==> config.mk <==
export PLATFORM = sky130hd
export DESIGN_NAME = if_id_queue_flat
export DESIGN_NICKNAME = d
export VERILOG_FILES = /design/src/rtl/if_id_queue_if.sv /design/src/rtl/if_id_queue.sv /design/src/flat_wrapper.sv
export SDC_FILE = /design/constraint.sdc
export NUM_CORES = 1
export LEC_CHECK = 0
export ABC_AREA = 1
export CORE_UTILIZATION = 35
export CTS_CLUSTER_DIAMETER = 60
export CTS_CLUSTER_SIZE = 40
export DETAILED_ROUTE_END_ITERATION = 8
export PLACE_DENSITY = 0.57
export SKIP_CTS_REPAIR_TIMING = 1
export SLEW_MARGIN = 20
export SYNTH_ARGS = -nofsm -noshare
export SYNTH_HDL_FRONTEND = slang
export SYNTH_SLANG_ARGS = --single-unit
==> constraint.sdc <==
create_clock -name clk -period 4.11 [get_ports clk]
set_input_delay 1.233 -clock clk [delete_from_list [all_inputs] [get_ports clk]]
set_output_delay 1.233 -clock clk [all_outputs]
set_load 0.05 [all_outputs]
==> src/rtl/if_id_queue_if.sv <==
// Fetch/decode boundary bus for if_id_queue.
// master: fetch/control side driving instructions, stall and flush.
// slave : the queue itself.
interface if_id_queue_if #(
   parameter int unsigned ADDR_W = 32,
   parameter int unsigned INST_W = 32,
   parameter int unsigned DEPTH  = 4
);
   localparam int unsigned CNT_W = $clog2(DEPTH + 1);

   logic [ADDR_W-1:0] if_pc;
   logic [INST_W-1:0] if_inst;
   logic              if_valid;
   logic              if_ready;
   logic [5:0]        stall;
   logic              flush;
   logic [ADDR_W-1:0] id_pc;
   logic [INST_W-1:0] id_inst;
   logic              id_valid;
   logic [CNT_W-1:0]  count;

   modport master (
      output if_pc, if_inst, if_valid, stall, flush,
      input  if_ready, id_pc, id_inst, id_valid, count
   );

   modport slave (
      input  if_pc, if_inst, if_valid, stall, flush,
      output if_ready, id_pc, id_inst, id_valid, count
   );
endinterface

==> src/rtl/if_id_queue.sv <==
// IF/ID boundary: DEPTH-entry instruction queue feeding a registered decode
// output, with ready/valid backpressure towards fetch and a flush input.
// Optional macro IF_ID_QUEUE_BYPASS_EN: when defined, an instruction arriving
// at an empty queue with decode advancing goes straight to the output register.
module if_id_queue #(
   parameter int unsigned ADDR_W = 32,
   parameter int unsigned INST_W = 32,
   parameter int unsigned DEPTH  = 4
) (
   input  logic           clk,
   input  logic           rst,
   if_id_queue_if.slave   bus
);
   localparam int unsigned PTR_W = $clog2(DEPTH);
   localparam int unsigned CNT_W = $clog2(DEPTH + 1);

   logic [ADDR_W-1:0] mem_pc   [DEPTH];
   logic [INST_W-1:0] mem_inst [DEPTH];

   logic [PTR_W-1:0]  rptr_q;
   logic [PTR_W-1:0]  wptr_q;
   logic [CNT_W-1:0]  count_q;
   logic [CNT_W-1:0]  count_nxt;
   logic              ready_q;

   logic [ADDR_W-1:0] id_pc_q;
   logic [INST_W-1:0] id_inst_q;
   logic              id_valid_q;

   logic adv;
   logic push;
   logic pop;
   logic bypass;
   logic wr;
   logic empty;

   // Only the decode-stop bit of the stall vector matters here.
   logic unused_stall;
   assign unused_stall = ^{bus.stall[5:3], bus.stall[1:0]};

   // Handshake decode and next queue occupancy.
   always_comb begin
      adv       = 1'b0;
      push      = 1'b0;
      pop       = 1'b0;
      bypass    = 1'b0;
      wr        = 1'b0;
      empty     = 1'b0;
      count_nxt = count_q;

      adv   = !bus.stall[2];
      push  = bus.if_valid & ready_q;
      empty = (count_q == '0);
      pop   = !bus.flush & adv & !empty;
`ifdef IF_ID_QUEUE_BYPASS_EN
      bypass = !bus.flush & adv & empty & push;
`else
      bypass = 1'b0;
`endif
      wr = push & !bus.flush & !bypass;

      if (bus.flush) begin
         count_nxt = '0;
      end else begin
         count_nxt = count_q + CNT_W'(wr) - CNT_W'(pop);
      end
   end

   // Queue pointers, occupancy and registered ready.
   always_ff @(posedge clk or posedge rst) begin
      if (rst) begin
         rptr_q  <= '0;
         wptr_q  <= '0;
         count_q <= '0;
         ready_q <= 1'b1;
      end else if (bus.flush) begin
         rptr_q  <= '0;
         wptr_q  <= '0;
         count_q <= '0;
         ready_q <= 1'b1;
      end else begin
         if (wr)  wptr_q <= wptr_q + PTR_W'(1);
         if (pop) rptr_q <= rptr_q + PTR_W'(1);
         count_q <= count_nxt;
         ready_q <= (count_nxt != CNT_W'(DEPTH));
      end
   end

   // Entry storage; contents need no reset since count gates every read.
   always_ff @(posedge clk) begin
      if (wr) begin
         mem_pc[wptr_q]   <= bus.if_pc;
         mem_inst[wptr_q] <= bus.if_inst;
      end
   end

   // Decode output register: flush > hold > head > bypass > bubble.
   always_ff @(posedge clk or posedge rst) begin
      if (rst) begin
         id_pc_q    <= '0;
         id_inst_q  <= '0;
         id_valid_q <= 1'b0;
      end else if (bus.flush) begin
         id_pc_q    <= '0;
         id_inst_q  <= '0;
         id_valid_q <= 1'b0;
      end else if (adv) begin
         if (!empty) begin
            id_pc_q    <= mem_pc[rptr_q];
            id_inst_q  <= mem_inst[rptr_q];
            id_valid_q <= 1'b1;
         end else if (bypass) begin
            id_pc_q    <= bus.if_pc;
            id_inst_q  <= bus.if_inst;
            id_valid_q <= 1'b1;
         end else begin
            id_pc_q    <= '0;
            id_inst_q  <= '0;
            id_valid_q <= 1'b0;
         end
      end
   end

   assign bus.if_ready = ready_q;
   assign bus.count    = count_q;
   assign bus.id_pc    = id_pc_q;
   assign bus.id_inst  = id_inst_q;
   assign bus.id_valid = id_valid_q;

endmodule

==> src/flat_wrapper.sv <==
// flat-port wrapper written by rule: the top's interface ports become plain ports
module if_id_queue_flat 
#(
   parameter int unsigned ADDR_W = 32,
   parameter int unsigned INST_W = 32,
   parameter int unsigned DEPTH  = 4
)
  (clk, rst, bus_if_pc, bus_if_inst, bus_if_valid, bus_stall, bus_flush, bus_if_ready, bus_id_pc, bus_id_inst, bus_id_valid, bus_count);
  if_id_queue_if #(.ADDR_W(ADDR_W), .INST_W(INST_W), .DEPTH(DEPTH)) bus_i ();
  input  logic clk;
  input  logic rst;
  input wire logic [$bits(bus_i.if_pc)-1:0] bus_if_pc;
  input wire logic [$bits(bus_i.if_inst)-1:0] bus_if_inst;
  input wire logic [$bits(bus_i.if_valid)-1:0] bus_if_valid;
  input wire logic [$bits(bus_i.stall)-1:0] bus_stall;
  input wire logic [$bits(bus_i.flush)-1:0] bus_flush;
  output wire logic [$bits(bus_i.if_ready)-1:0] bus_if_ready;
  output wire logic [$bits(bus_i.id_pc)-1:0] bus_id_pc;
  output wire logic [$bits(bus_i.id_inst)-1:0] bus_id_inst;
  output wire logic [$bits(bus_i.id_valid)-1:0] bus_id_valid;
  output wire logic [$bits(bus_i.count)-1:0] bus_count;
  assign bus_i.if_pc = bus_if_pc;
  assign bus_i.if_inst = bus_if_inst;
  assign bus_i.if_valid = bus_if_valid;
  assign bus_i.stall = bus_stall;
  assign bus_i.flush = bus_flush;
  assign bus_if_ready = bus_i.if_ready;
  assign bus_id_pc = bus_i.id_pc;
  assign bus_id_inst = bus_i.id_inst;
  assign bus_id_valid = bus_i.id_valid;
  assign bus_count = bus_i.count;
  if_id_queue #(.ADDR_W(ADDR_W), .INST_W(INST_W), .DEPTH(DEPTH)) u_core (.clk(clk), .rst(rst), .bus(bus_i));
endmodule
==> impl_metrics.ini, run 1 <==
[run_status]
run_status = complete, no violations

[setup_path]
worst_path_largest_cell_delay_ps = 800
cp_cell_sequence = clkdlybuf4s50_1
critical_path_arrival_ps = 1900
critPathMaxFanout = 2
critical_path.startpoint_type = flop
rr_startpoint = u_core.bus.if_ready$_DFF_PP1_
reg2reg_to = u_core.mem_pc[1][22]$_DFFE_PP_
setup.worst_path.end_class = output pin
critical_path.top_delay_family = buffers and inverters
slowest_stage_cell_cp = clkdlybuf4s50_1
worst-endpoint-required_ps = 2880
timing.reg2reg.worst_path_depth = 5
timing.critical_path.depth = 1
path_class = reg -> out
r2r_slack_ps = 1870
critPathBufInv = 1

[logic_synthesis]
yosys_most_used_dff = edfxtp_1
yosysWarningCount = 0
mappedNetlistNets = 1110
synth-seq-area-share = 0.753
syn_area_um2 = 12600
post-synth-top-count-cell = nand2_1
synth_area_per_cell_um2 = 12.3
synth_enable_flop_cells = 256
asyncSetResetFlopFracSynth = 0.222
synth_area_leader_cell = edfxtp_1
ys_seq_elements = 329
netlist_top_cells_area = edfxtp_1 (61%), dfrtp_1 (14%), nand2_1 (12%)
synth.top_cells.by_count = nand2_1 (400), edfxtp_1 (256), nand3_1 (186), dfrtp_1 (72), buf_2 (32)
netlist-cell-type-count = 23
post_synth_inst_count = 1029
yosysTopAreaCellShare = 0.609

[clock_network]
clk_path_buf_depth = 3
cts_made_buffers = 27
cts_max_level = 1
cts.sink_count = 329
cts_tree = built
cts_root_buf = clkbuf_16
clk-insertion-delay-late_ps = 560
clk_transition_reported_paths_ps = 80

[placement]
count_of_input_and_output_buffers = 137
detailed_place.area_um2 = 14500
place_inst = 1586
pre_cts_ws_ps = 609
dp_hpwl_um = 14600
gp_congestion = 0.717

[drt]
detail_route.wirelength_um = 27500
drtAntennaViolNets = 0
number_of_remaining_drc_errors = 0
dr.pass1.iters = 6
vias_per_cell = 4.72
detail_route.wl_per_cell_um = 16.8
vias_after_detailed_routing = 7727
drt_iter0_markers = 390

[min_path]
worstHoldPathCells = 2
holdCritPathClass = reg -> reg
worst_hold_startpoint = u_core.bus.id_pc[2]$_DFFE_PP0P_
whs_endpoint = u_core.bus.id_pc[2]$_DFFE_PP0P_

[floorplanning]
floorplan.die.height_um = 192
design.die.area_um2 = 36900
coreArea_um2 = 35600
io_pins = 143
rows = 69
die_width_um = 192
initial_utilization = 0.355

[timing]
grt_setup_unrepaired = false
timing_max_transition_violations_final = 0
max_clock_freq_mhz = 319
setup_slack_ps = 978
slew-limit-headroom = 0.344
final.period_utilization = 0.762
fin_worst_skew_ps = 22.3
final_layout_worst_hold_slack_ps = 481
finalHoldViolations = 0
tightest_slew_ps = 984
timing.final.setup_violations = 0
fin_crit_ps = 3130

[grt]
antenna_found_initial = 0
pin_count_of_the_biggest_net_entering_global_routing = 86
wire_length_of_the_first_global_routing_pass_um = 42500
grt_overflow_total = 0
vias_in_the_first_global_route = 7535
grtUsageTotal = 0.151

[power_and_ir_drop]
power_leakage_nw = 5.97
p_per_area_nw_per_um2 = 584
ir_worst_vdd_v = 0.000339

[layout]
layout.filler_cells = 3293
final_area_um2 = 15500
n_antenna_cell = 0
post_route_cells_drive_above_1_share = 0.0740
finish.net_count = 1235
area_growth_syn_to_layout_pct = 22.8
layout.cells.non_filler = 1636

[run]
cap_viol_max_count = 0
==> worst max-delay path by stage <==
stage	slack (ps)	from	end
3_5_place_dp	610	bus_flush	u_core.mem_pc[1][28]$_DFFE_PP_
4_1_cts	950	u_core.bus.if_ready$_DFF_PP1_	bus_if_ready
2_1_floorplan	-760	bus_flush	u_core.mem_inst[0][0]$_DFFE_PP_
3_3_place_gp	660	bus_flush	u_core.mem_pc[1][28]$_DFFE_PP_
5_1_grt	900	u_core.bus.count[1]$_DFF_PP0_	bus_count[1]
6_report	980	u_core.bus.if_ready$_DFF_PP1_	bus_if_ready
==> final cells by class <==
class	instances	area (µm²)	share of cell area
tap	461	577	0.0372
clock buffer	28	679	0.0438
inverter	24	96.3	0.00621
sequential	329	9520	0.614
timing repair buffer	152	1560	0.101
multi-input combinational	620	2750	0.177
clock inverter	22	329	0.0212
==> metal layers <==
| layer | track usage | up-vias | wire length (µm) |
|---|---|---|---|
| met5 | 0 | - | 0 |
| met4 | 0.0282 | 0 | 282 |
| met3 | 0.0274 | 23 | 1380 |
| met2 | 0.256 | 161 | 13200 |
| met1 | 0.204 | 3770 | 12600 |
| li1 | - | 3773 | - |
==> power by group <==
| part | switching [mW] | internal, mW | total (mW) |
|---|---|---|---|
| Clock | 1.40 | 1.40 | 2.80 |
| Sequential | 0.195 | 3.93 | 4.13 |
| Combinational | 1.49 | 0.639 | 2.13 |
==> metrics by stage <==
step / setup TNS (ps) / power, mW / utilization
2_1_floorplan: -194130 / 5.65 / -
3_3_place_gp: 0 / 6.35 / 0.408
3_5_place_dp: 0 / 6.37 / 0.408
4_1_cts: 0 / 9.20 / 0.436
5_1_grt: 0 / 9.54 / 0.436
6_report: 0 / 9.06 / 0.436
==> cells in the final DEF (no fill, tap or decap), types with 2 or more instances in the layout <==
cell	n
o21ai_0	3
clkinv_4	2
nand3_2	10
nand2_1	400
nor2_1	5
dfrtp_1	70
ha_1	6
inv_16	2
dfrtp_4	2
inv_1	19
buf_12	6
nand3_1	186
clkinv_8	6
inv_6	3
nor2_4	4
edfxtp_1	256
inv_4	2
inv_12	4
inv_2	2
clkbuf_16	27
buf_4	9
clkdlybuf4s50_1	137
==> state kept, by name (all words and copies together), names as in the netlist <==
name / flops
u_core.bus.id_valid: 1
u_core.mem_pc: 128
u_core.wptr_q: 2
u_core.bus.id_pc: 32
u_core.mem_inst: 128
u_core.bus.count: 3
u_core.bus.if_ready: 1
u_core.bus.id_inst: 32
u_core.rptr_q: 2
==> cells by family after synthesis <==
logic type,Yosys count,share of synthesized area
buffers and inverters,80,0.0320
AOI/OAI and AO/OA,4,0.00188
and+or+nand+nor,608,0.205
DFF,329,0.753
xor gates and xnor gates,1,0.000694
adders and majority gates,7,0.00753
No activity file was read; power rests on OpenSTA's default activity.
==> run 2: changes to the inputs <==
clock period = 2.6 ns   (was 4.11 ns; I/O delays follow)
==> run 2 against run 1 <==
  * Clock power up 68%
  * Via count up 1.3%
  * Cell count up 0.86%
  * Utilization up 0.64 points
  * Cell area up 1.5%
  * Hold slack worse by 1.1 ps
  * Highest routed layer unchanged
==> impl_metrics.ini, run 2 (synthesized netlist as in run 1, its figures left out) <==
[timing]
timing_max_transition_violations_final = 0
finalHoldViolations = 0
final.period_utilization = 0.979
max_clock_freq_mhz = 393
fin_crit_ps = 2550
grt_setup_unrepaired = false
fin_worst_skew_ps = 11.4
final_layout_worst_hold_slack_ps = 480
timing.final.setup_violations = 0
tightest_slew_ps = 997
setup_slack_ps = 53.5
slew-limit-headroom = 0.336

[clock_network]
clk_transition_reported_paths_ps = 70
cts_max_level = 1
cts_made_buffers = 30
cts_root_buf = clkbuf_16
clk-insertion-delay-late_ps = 560
cts_tree = built
clk_path_buf_depth = 3
cts.sink_count = 329

[setup_path]
critPathMaxFanout = 2
critical_path_arrival_ps = 1770
cp_cell_sequence = clkdlybuf4s50_1
slowest_stage_cell_cp = clkdlybuf4s50_1
critical_path.startpoint_type = flop
worst-endpoint-required_ps = 1820
path_class = reg -> out
worst_path_largest_cell_delay_ps = 820
critical_path.top_delay_family = buffers and inverters
critPathBufInv = 1
setup.worst_path.end_class = output pin

[floorplanning]
io_pins = 143
design.die.area_um2 = 36900
coreArea_um2 = 35600
floorplan.die.height_um = 192
rows = 69
initial_utilization = 0.355
die_width_um = 192

[run]
cap_viol_max_count = 0

[layout]
multiInputGateArea_um2 = 2750
area_growth_syn_to_layout_pct = 24.6
layout.filler_cells = 3265
mostFrequentLayoutCell = nand2_1
layout_common_cells = nand2_1 (400), edfxtp_1 (256), nand3_1 (186), clkdlybuf4s50_1 (125), dfrtp_1 (70)
finish.net_count = 1245
layout_top_registers = u_core.mem_inst: 128 flops, u_core.mem_pc: 128 flops
post_route_cells_drive_above_1_share = 0.0884
ff_latch_area_um2 = 9520
final_area_um2 = 15700
layout.cells.non_filler = 1650

[grt]
antenna_found_initial = 1
wire_length_of_the_first_global_routing_pass_um = 44700
pin_count_of_the_biggest_net_entering_global_routing = 132
grtUsageTotal = 0.159
vias_in_the_first_global_route = 7721
grt_overflow_total = 0

[drt]
dr.pass1.iters = 6
detail_route.wl_per_cell_um = 17.4
detail_route.wirelength_um = 28700
vias_per_cell = 4.74
drt_iter0_markers = 413
number_of_remaining_drc_errors = 0
vias_after_detailed_routing = 7825
drtAntennaViolNets = 0

[power_and_ir_drop]
power_leakage_nw = 6.23
power_mw = 14.7
p_per_area_nw_per_um2 = 931
ir_worst_vdd_v = 0.000591
power_switching_share = 0.335
switching_power_mw = 4.91
seq_power_share = 0.439
power.clock.fraction = 0.321
internal-power_mw = 9.75
power_frac_comb = 0.240

[run_status]
run_status = complete, no violations

[min_path]
holdCritPathClass = reg -> reg

[placement]
place_inst = 1593
dp_hpwl_um = 15400
detailed_place.area_um2 = 14600
gp_congestion = 0.697
count_of_input_and_output_buffers = 137
pre_cts_ws_ps = -226
## run 2: per-layer routing
layer  up-vias  GRT usage  wire (µm)
met3        39     0.0276       1360
met5         -          0          0
met4         0     0.0397        596
li1       3808          -          -
met1      3819      0.217      13000
met2       159      0.263      13800
## run 2: per-stage QoR
stage	utilization	TNS [ps]
detailed placement	0.411	-23160
global route	0.443	0
global placement	0.411	-23210
CTS	0.442	-71.0
finish	0.443	0
floorplan	-	0
## run 2: path summary, 6_finish.rpt
kind | to | startpoint | cells past startpoint | slack (ps)
hold / removal | u_core.bus.id_pc[1]$_DFFE_PP0P_ | u_core.bus.id_pc[1]$_DFFE_PP0P_ | 2 | 480
setup reg to reg | u_core.bus.if_ready$_DFF_PP1_ | u_core.bus.count[1]$_DFF_PP0_ | 10 | 510
min in group asynchronous | u_core.bus.id_pc[7]$_DFFE_PP0P_ | rst | 3 | 720
hold reg to reg | u_core.bus.id_pc[1]$_DFFE_PP0P_ | u_core.bus.id_pc[1]$_DFFE_PP0P_ | 2 | 480
max in group asynchronous | u_core.rptr_q[1]$_DFFE_PP0P_ | rst | 3 | 1490
setup / recovery | bus_id_valid | u_core.bus.id_valid$_DFFE_PP0P_ | 1 | 50
## run 2: cell type report
cell class              instances  area share
clock buffers                  34      0.0513
diodes                          1    0.000159
clock inverters                22      0.0177
well taps                     461      0.0366
repair buffers                159       0.108
multi-input cells             620       0.175
inverters                      24     0.00620
flip-flops and latches        329       0.605
## run 2: power by group through the flow
| stage | combinational, mW | clock (mW) | sequential (mW) |
|---|---|---|---|
| 2_1_floorplan | 1.64 | 0 | 7.28 |
| 3_3_place_gp | 3.55 | 0 | 6.55 |
| 3_5_place_dp | 3.60 | 0 | 6.56 |
| 4_1_cts | 3.60 | 4.84 | 6.45 |
| 5_1_grt | 3.88 | 5.03 | 6.50 |
| 6_report | 3.52 | 4.70 | 6.44 |
==> run 3: changes to the inputs <==
CORE_MARGIN = 2   (was default)
CORE_UTILIZATION = 30   (was 35)
PLACE_DENSITY = 0.51   (was 0.57)
==> run 3 against run 2 <==
  * Utilization down 6.1 points
  * Setup slack got worse by 0.70 ps
  * Combinational power rose by 3%
  * Wire length is 4.6% higher
  * Largest cell class unchanged
==> impl_metrics.ini, run 3 (synthesized netlist as in run 1, its figures left out) <==
[drt]
wl_met3_um = 1240
met1Wirelength_um = 14200
drt_iter0_markers = 307
number_of_remaining_drc_errors = 0
drtAntennaViolNets = 0
top_signal_layer_used = met4
vias_after_detailed_routing = 7799
met2_wirelength_um = 14200
detail_route.wirelength_um = 30000
dr.pass1.iters = 5
detail_route.wl_per_cell_um = 17.3
vias_per_cell = 4.49

[timing]
timing.final.setup_violations = 0
final_layout_worst_hold_slack_ps = 480
finalHoldViolations = 0
fin_worst_skew_ps = 19.9
final.period_utilization = 0.980
fin_crit_ps = 2550
tightest_slew_ps = 656
max_clock_freq_mhz = 393
timing_max_transition_violations_final = 0
slew-limit-headroom = 0.563
grt_setup_unrepaired = false
finalSetupTns_ps = 0

[placement]
gp_congestion = 0.714
detailed_place.area_um2 = 14900
count_of_input_and_output_buffers = 137
place_inst = 1686
dp_hpwl_um = 16900

[grt]
wire_length_of_the_first_global_routing_pass_um = 45700
grtUsageTotal = 0.137
grt_overflow_total = 0
vias_in_the_first_global_route = 7598
pin_count_of_the_biggest_net_entering_global_routing = 132
antenna_found_initial = 0

[setup_path]
critPathMaxFanout = 2
critical_path_arrival_ps = 1770
critical_path.top_delay_family = buffers and inverters
worst-endpoint-required_ps = 1820
crit_start = u_core.bus.id_inst[2]$_DFFE_PP0P_
slowest_stage_cell_cp = clkdlybuf4s50_1
cp_cell_sequence = clkdlybuf4s50_1
critical_path.startpoint_type = flop
path_class = reg -> out
worst_path_largest_cell_delay_ps = 820
setup.worst_path.end_class = output pin
rr_startpoint = u_core.bus.count[1]$_DFF_PP0_
critPathBufInv = 1

[run_status]
run_status = complete, no violations

[power_and_ir_drop]
power_frac_comb = 0.251
seq_power_share = 0.443
p_per_area_nw_per_um2 = 912
power_leakage_nw = 6.26
power_switching_share = 0.331
power_mw = 14.5
internal-power_mw = 9.71
switching_power_mw = 4.81
ir_worst_vdd_v = 0.000516
power.clock.fraction = 0.306

[min_path]
worst_hold_startpoint = u_core.bus.id_pc[26]$_DFFE_PP0P_
holdCritPathClass = reg -> reg

[clock_network]
cts_max_level = 1
cts.sink_count = 329
cts_made_buffers = 28
clk-insertion-delay-late_ps = 560
clk_path_buf_depth = 3
cts_root_buf = clkbuf_16
cts_tree = built
clk_transition_reported_paths_ps = 70

[layout]
layout_common_cells = nand2_1 (400), edfxtp_1 (256), nand3_1 (186), clkdlybuf4s50_1 (127), dfrtp_1 (70)
finish.net_count = 1258
layout.cells.non_filler = 1738
layout_top_registers = u_core.mem_inst: 128 flops, u_core.mem_pc: 128 flops
post_route_cells_drive_above_1_share = 0.0951
area_growth_syn_to_layout_pct = 26.1
n_antenna_cell = 0
final_area_um2 = 15900
mostFrequentLayoutCell = nand2_1
layout.filler_cells = 3956

[floorplanning]
io_pins = 143
floorplan.die.height_um = 209
die_width_um = 209
initial_utilization = 0.302
rows = 75
design.die.area_um2 = 43800
coreArea_um2 = 41800

[run]
cap_viol_max_count = 0
run 3: cell type report:
| cell class | count | area [µm²] | area share |
|---|---|---|---|
| clock buffer | 32 | 747 | 0.0469 |
| inverter | 24 | 97.6 | 0.00613 |
| multi-input combinational | 620 | 2750 | 0.173 |
| timing repair buffer | 174 | 1880 | 0.118 |
| sequential | 329 | 9520 | 0.598 |
| clock inverter | 20 | 251 | 0.0158 |
| tap | 539 | 674 | 0.0424 |
run 3: layer usage:
metal | vias to the layer above | global-route usage
met5 | - | 0
met4 | 0 | 0.0323
met3 | 40 | 0.0209
met2 | 140 | 0.229
met1 | 3794 | 0.189
li1 | 3825 | -
run 3: power by group through the flow:
stage	combinational, mW	clock, mW	sequential [mW]
finish	3.64	4.44	6.43
global route	4.00	4.76	6.49
CTS	3.74	4.59	6.45
detailed placement	3.73	0	6.56
global placement	3.69	0	6.55
floorplan	1.64	0	7.28
run 3: tightest hold or removal path: cells and delay by family, from the launching register on:
kind / cells / cell delay, ps
DFF: 1 / 340
and+or+nand+nor: 2 / 100
run 3: path summary, 6_finish.rpt:
check                                                   end  cells past startpoint  slack (ps)
setup / recovery                             bus_id_inst[2]                      1          50
hold / removal             u_core.bus.id_pc[26]$_DFFE_PP0P_                      2         480
setup reg to reg              u_core.bus.if_ready$_DFF_PP1_                     10         470
hold reg to reg            u_core.bus.id_pc[26]$_DFFE_PP0P_                      2         480
max in group asynchronous      u_core.rptr_q[1]$_DFFE_PP0P_                      3        1500
min in group asynchronous   u_core.bus.id_pc[5]$_DFFE_PP0P_                      3         710
run 3: per-stage QoR:
step | utilization | worst slack, ps
after detailed placement | 0.357 | -200
after global placement | 0.357 | -236
final | 0.381 | 52.8
after global routing | 0.381 | 0.684
after floorplan | - | 10.4
after CTS | 0.381 | -54.0
